===== src/rtl/seg_capture_if.sv =====
// Seven-segment capture bus: raw display inputs
// plus the decoded value and step-event outputs.
interface seg_capture_if #(
   parameter int CNT_W = 8
);
   logic [6:0]       seg;
   logic             digit;
   logic [3:0]       value;
   logic             valid;
   logic             update;
   logic             step_up;
   logic             step_down;
   logic             jump;
   logic             bad_glyph;
   logic [CNT_W-1:0] up_cnt;
   logic [CNT_W-1:0] down_cnt;

   modport master (
      output seg, digit,
      input  value, valid, update,
      input  step_up, step_down, jump,
      input  bad_glyph, up_cnt, down_cnt
   );

   modport slave (
      input  seg, digit,
      output value, valid, update,
      output step_up, step_down, jump,
      output bad_glyph, up_cnt, down_cnt
   );
endinterface


===== src/rtl/seg_capture.sv =====
// Debounced seven-segment glyph capture, hex decode
// and up/down/jump classification of value changes.
module seg_capture #(
   parameter int STABLE_CYCLES = 4,
   parameter int CNT_W         = 8
) (
   input  logic         clk,
   input  logic         rst,
   seg_capture_if.slave bus
);
   typedef enum logic [1:0] {
      BLANK,
      SETTLE,
      LOCKED
   } state_t;

   localparam logic [7:0] THR = 8'(STABLE_CYCLES - 1);

   state_t           state, state_nx;
   logic [6:0]       seg_q;
   logic             digit_q;
   logic [6:0]       cand, cand_nx;
   logic [7:0]       stab, stab_nx;
   logic             accept;
   logic             legal;
   logic [3:0]       code;
   logic [3:0]       inc, dec;
   logic [3:0]       value;
   logic             valid;
   logic             update;
   logic             step_up;
   logic             step_down;
   logic             jump;
   logic             bad_glyph;
   logic [CNT_W-1:0] up_cnt;
   logic [CNT_W-1:0] down_cnt;

   assign inc = value + 4'd1;
   assign dec = value - 4'd1;

   // Register the raw display inputs every cycle.
   always_ff @(posedge clk) begin
      if (rst) begin
         seg_q   <= '0;
         digit_q <= 1'b0;
      end else begin
         seg_q   <= bus.seg;
         digit_q <= bus.digit;
      end
   end

   // Stability tracker state, candidate and counter.
   always_ff @(posedge clk) begin
      if (rst) begin
         state <= BLANK;
         cand  <= '0;
         stab  <= '0;
      end else begin
         state <= state_nx;
         cand  <= cand_nx;
         stab  <= stab_nx;
      end
   end

   // Next state; a blank always wins over acceptance.
   always_comb begin
      state_nx = state;
      cand_nx  = cand;
      stab_nx  = stab;
      accept   = 1'b0;
      unique case (state)
         BLANK: begin
            if (digit_q) begin
               cand_nx  = seg_q;
               stab_nx  = 8'd1;
               state_nx = SETTLE;
            end
         end
         SETTLE: begin
            if (!digit_q) begin
               stab_nx  = '0;
               state_nx = BLANK;
            end else if (seg_q != cand) begin
               cand_nx = seg_q;
               stab_nx = 8'd1;
            end else if (stab >= THR) begin
               accept   = 1'b1;
               state_nx = LOCKED;
            end else begin
               stab_nx = stab + 8'd1;
            end
         end
         LOCKED: begin
            if (!digit_q) begin
               stab_nx  = '0;
               state_nx = BLANK;
            end else if (seg_q != cand) begin
               cand_nx  = seg_q;
               stab_nx  = 8'd1;
               state_nx = SETTLE;
            end
         end
         default: state_nx = BLANK;
      endcase
   end

   // Map the candidate pattern back to its hex code.
   always_comb begin
      legal = 1'b1;
      code  = 4'h0;
      case (cand)
         7'h7E: code = 4'h0;
         7'h30: code = 4'h1;
         7'h6D: code = 4'h2;
         7'h79: code = 4'h3;
         7'h33: code = 4'h4;
         7'h5B: code = 4'h5;
         7'h5F: code = 4'h6;
         7'h70: code = 4'h7;
         7'h7F: code = 4'h8;
         7'h7B: code = 4'h9;
         7'h77: code = 4'hA;
         7'h1F: code = 4'hB;
         7'h4E: code = 4'hC;
         7'h3D: code = 4'hD;
         7'h4F: code = 4'hE;
         7'h47: code = 4'hF;
         default: legal = 1'b0;
      endcase
   end

   // Update value, event pulses and step counters.
   always_ff @(posedge clk) begin
      if (rst) begin
         value     <= '0;
         valid     <= 1'b0;
         update    <= 1'b0;
         step_up   <= 1'b0;
         step_down <= 1'b0;
         jump      <= 1'b0;
         bad_glyph <= 1'b0;
         up_cnt    <= '0;
         down_cnt  <= '0;
      end else begin
         update    <= 1'b0;
         step_up   <= 1'b0;
         step_down <= 1'b0;
         jump      <= 1'b0;
         bad_glyph <= 1'b0;
         if (accept) begin
            if (!legal) begin
               bad_glyph <= 1'b1;
            end else if (!valid) begin
               value  <= code;
               valid  <= 1'b1;
               update <= 1'b1;
            end else if (code != value) begin
               value  <= code;
               update <= 1'b1;
               unique case (1'b1)
                  (code == inc): begin
                     step_up <= 1'b1;
                     if (up_cnt != '1)
                        up_cnt <= up_cnt + CNT_W'(1);
                  end
                  (code == dec): begin
                     step_down <= 1'b1;
                     if (down_cnt != '1)
                        down_cnt <= down_cnt + CNT_W'(1);
                  end
                  default: jump <= 1'b1;
               endcase
            end
         end
      end
   end

   assign bus.value     = value;
   assign bus.valid     = valid;
   assign bus.update    = update;
   assign bus.step_up   = step_up;
   assign bus.step_down = step_down;
   assign bus.jump      = jump;
   assign bus.bad_glyph = bad_glyph;
   assign bus.up_cnt    = up_cnt;
   assign bus.down_cnt  = down_cnt;
endmodule

===== src/flat_wrapper.sv =====
// flat-port wrapper written by rule: the top's interface ports become plain ports
module seg_capture_flat 
#(
   parameter int STABLE_CYCLES = 4,
   parameter int CNT_W         = 8
)
  (clk, rst, bus_seg, bus_digit, bus_value, bus_valid, bus_update, bus_step_up, bus_step_down, bus_jump, bus_bad_glyph, bus_up_cnt, bus_down_cnt);
  seg_capture_if #(.CNT_W(CNT_W)) bus_i ();
  input  logic clk;
  input  logic rst;
  input wire logic [$bits(bus_i.seg)-1:0] bus_seg;
  input wire logic [$bits(bus_i.digit)-1:0] bus_digit;
  output wire logic [$bits(bus_i.value)-1:0] bus_value;
  output wire logic [$bits(bus_i.valid)-1:0] bus_valid;
  output wire logic [$bits(bus_i.update)-1:0] bus_update;
  output wire logic [$bits(bus_i.step_up)-1:0] bus_step_up;
  output wire logic [$bits(bus_i.step_down)-1:0] bus_step_down;
  output wire logic [$bits(bus_i.jump)-1:0] bus_jump;
  output wire logic [$bits(bus_i.bad_glyph)-1:0] bus_bad_glyph;
  output wire logic [$bits(bus_i.up_cnt)-1:0] bus_up_cnt;
  output wire logic [$bits(bus_i.down_cnt)-1:0] bus_down_cnt;
  assign bus_i.seg = bus_seg;
  assign bus_i.digit = bus_digit;
  assign bus_value = bus_i.value;
  assign bus_valid = bus_i.valid;
  assign bus_update = bus_i.update;
  assign bus_step_up = bus_i.step_up;
  assign bus_step_down = bus_i.step_down;
  assign bus_jump = bus_i.jump;
  assign bus_bad_glyph = bus_i.bad_glyph;
  assign bus_up_cnt = bus_i.up_cnt;
  assign bus_down_cnt = bus_i.down_cnt;
  seg_capture #(.STABLE_CYCLES(STABLE_CYCLES), .CNT_W(CNT_W)) u_core (.clk(clk), .rst(rst), .bus(bus_i));
endmodule

===== config.mk =====
export PLATFORM = sky130hd
export DESIGN_NAME = seg_capture_flat
export DESIGN_NICKNAME = d
export VERILOG_FILES = /design/src/rtl/seg_capture_if.sv /design/src/rtl/seg_capture.sv /design/src/flat_wrapper.sv
export SDC_FILE = /design/constraint.sdc
export NUM_CORES = 1
export LEC_CHECK = 0
export CORE_ASPECT_RATIO = 1.4
export CORE_MARGIN = 1.5
export CORE_UTILIZATION = 55
export CTS_CLUSTER_SIZE = 25
export DETAILED_ROUTE_END_ITERATION = 7
export MAX_ROUTING_LAYER = met4
export PLACE_DENSITY = 0.87
export SYNTH_ARGS = -nofsm -noshare
export SYNTH_HDL_FRONTEND = slang
export SYNTH_SLANG_ARGS = --single-unit

===== constraint.sdc =====
create_clock -name clk -period 3.3 [get_ports clk]
set_clock_uncertainty 0.2 [all_clocks]
set_input_delay 0.495 -clock clk [delete_from_list [all_inputs] [get_ports clk]]
set_output_delay 0.495 -clock clk [all_outputs]
set_load 0.01 [all_outputs]

==> results_dict.tcl <==
set metrics [dict create \
    run_status "finished clean" \
    synth_flop_cell "dfxtp_1" \
    port_buffers 35 \
    synthesis.nets 349 \
    postRouteWirelength_um 6300 \
    overall_die_height_um 88.1 \
    synth_enable_flop_cells 0 \
    num_antenna_cells 0 \
    first_global_vias 2386 \
    clock_sink_count 51 \
    synth_compound_gate_area_share_pct 18.6 \
    wire_per_inst_um 14.5 \
    grt_ovf 0 \
    clock_tree.buffer_depth 2 \
    drv_cap 0 \
    timing.critical_path.from_type "register" \
    yosys.cell_count.top_type "dfxtp_1" \
    synthAdderAreaFrac_pct 3.96 \
    grt_max_degree 28 \
    via_count 2593 \
    design.portCount 36 \
    clkSlewWorstSetupHoldPaths_ps 80 \
    detail_route.first_pass.iterations 4 \
    drc 0 \
    power.leakage_nw 1.23 \
    final-setup-viol-count 0 \
    layout.cells.non_filler 434 \
    critical_path_sink_type "register" \
    site_rows 30 \
    least_margin_pin_slew_ps 805 \
    power_mw 1.11 \
    placeableCoreArea_mm2 0.00492 \
    crit_fanout 18 \
    ys.warnings.count 0 \
    detailed_place_hpwl_um 4600 \
    die_area_mm2 0.00562 \
    min-delay-start "u_core.stab[6]$_SDFFE_PP0P_" \
    synth_async_sr_flop_share_pct 0 \
    ys_seq_area_share_pct 35.9 \
    drive_gt1_share_pct 10.8 \
    synth_top_family_by_area "simple AND/OR/NAND/NOR gates" \
    clk_latency_ps 300 \
    critical_path_data_arrival_time_ps 3190 \
    grt_antenna_before_repair 0 \
    max-slew-margin-rel_pct 45.9 \
    final_cycle_share_pct 95.6 \
    die_w_um 63.8 \
    final_cell_area_mm2 0.00342 \
    avg_inst_size_synth_um2 8.63 \
    globalplace.congestion 0.960 \
    peakVddDrop_v 0.000331 \
    timing.critical_path.required_ps 3330 \
    synth_simple_gate_area_share_pct 27.2 \
    drt-vias-per-instance 5.97 \
    post_synth_instance_area_mm2 0.00285 \
    n_fill_cell 388 \
    synth_top_cell_by_area "dfxtp_1" \
    clock-root-buffer "clkbuf_8" \
    worst_hold_check_path_type "register to register" \
    synth.mux.area_fraction_pct 3.87 \
    synthXorXnorAreaFrac_pct 5.54 \
    grt_pass1_wl_um 10400 \
    netlist_top_cells_count "dfxtp_1, nor2_1, a21oi_1" \
    design.final.nets 390 \
    multiInputGateArea_mm2 0.00169 \
    area.growth.synth_to_final_pct 20.0 \
    power.density_mw_per_mm2 326 \
    timing.fmax_mhz 317 \
    ant_nets 0 \
    rsz0062_at_grt "yes" \
    category_of_the_most_critical_setup_path "register to register" \
    tritoncts.num_buffers 5 \
    combined_flip_flop_and_latch_cell_area_mm2 0.00103 \
    dp.cells 427 \
    initial_core_utilization_pct 57.9 \
    worst_setup_path_startpoint "u_core.cand[3]$_SDFFE_PP0P_" \
    timing.final.max_slew_violations 0 \
    cts_max_level 2 \
    finish.utilization_pct 69.5 \
    yosys_reg_bits 51 \
    regToRegStartpoint "u_core.cand[3]$_SDFFE_PP0P_" \
    fin_crit_ps 3160 \
    final-hold-violation-count 0 \
    unique_masters_post_synth 57 \
    postSynthCellCount 330 \
    number_of_buffers_inserted_by_hold_repair_at_cts 0 \
    netlist_top_cells_area "dfxtp_1, or4_1, nor2_1" \
    dpl-instance-area_mm2 0.00332 \
    dr.first_iter.drc_count 222 \
    tritoncts "built" \
    grt.total_usage_pct 23.7 \
    yosys.area.top_type_share_pct 35.9 \
]
[where the power goes]
group          leakage [nW]  internal, mW  switching, mW
clock network        0.0371         0.142          0.187
logic                 0.778        0.0633         0.0691
registers             0.416         0.631         0.0227
total                  1.23         0.836          0.279
[kinds of logic after synthesis]
kind of cell               after synthesis
AOI/OAI and AO/OA                       74
xor gates and xnor gates                13
DFF                                     51
buffers and inverters                   35
adders and majority gates                9
muxes                                   11
and+or+nand+nor                        137
[registers in the layout (all words and copies together), names as in the netlist]
| name | count |
|---|---|
| u_core.bus.valid | 1 |
| u_core.bus.bad_glyph | 1 |
| u_core.state | 2 |
| u_core.bus.update | 1 |
| u_core.bus.up_cnt | 8 |
| u_core.digit_q | 1 |
| u_core.seg_q | 7 |
| u_core.stab | 8 |
| u_core.bus.jump | 1 |
| u_core.bus.down_cnt | 8 |
| u_core.bus.value | 4 |
| u_core.cand | 7 |
| u_core.bus.step_down | 1 |
| u_core.bus.step_up | 1 |
[worst max-delay path, stage by stage (launching register included)]
cell	delay [ps]
dfxtp_2	380
buf_4	160
or3b_1	370
a211oi_1	280
a211o_2	220
xnor2_1	120
or4_1	490
buf_4	200
or4_1	510
a21oi_1	160
[per-layer routing]
metal | up-vias | global-route usage [%] | wire length [µm]
met1 | 1225 | 26.5 | 2690
met3 | 14 | 3.73 | 196
met5 | - | - | 0
met4 | 0 | 9.68 | 150
met2 | 53 | 41.8 | 3270
li1 | 1301 | - | -
[area by class of cell]
type	count	area share (%)
Clock buffer	6	2.12
Inverter	16	1.76
Multi-Input combinational cell	244	49.5
Sequential cell	51	30.1
Tap cell	64	2.34
Timing Repair Buffer	53	14.2
[cells in the final DEF (no fill, tap or decap), drive strengths merged, types with 3 or more instances in the layout]
master	instances
nor2b	9
or3	5
nand2	15
nor2	31
a31oi	3
ha	9
a41oi	3
nor4	3
o31ai	14
dfxtp	51
a21oi	19
clkbuf	6
nand4	4
or3b	6
clkdlybuf4s50	35
o21ai	7
and2	4
inv	16
o21a	3
or4	16
a211oi	6
mux2i	11
xor2	9
nand3	10
nand3b	3
nor3	18
buf	18
nor3b	3
[final timing paths]
path,to,slack [ps],cells after the start
max reg2reg,u_core.bus.down_cnt[6]$_SDFFE_PP0P_,140,9
min,u_core.stab[6]$_SDFFE_PP0P_,230,2
max,u_core.bus.down_cnt[6]$_SDFFE_PP0P_,140,9
min reg2reg,u_core.stab[6]$_SDFFE_PP0P_,230,2
[per-stage QoR]
stage	hold WS, ps	TNS (ps)	setup slack [ps]
finish	229	0	145
global route	275	-28.7	-14.2
CTS	230	0	58.1
detailed placement	217	0	81.7
global placement	213	0	189
floorplan	205	0	410
[what timing repair did]
action                     4_1_cts  5_1_grt
setup buffers                    0        1
setup endpoints to repair        0       11
resized for setup                0        6
hold endpoints to repair         0        0
Note: power is estimated with default switching activity, not from simulation.
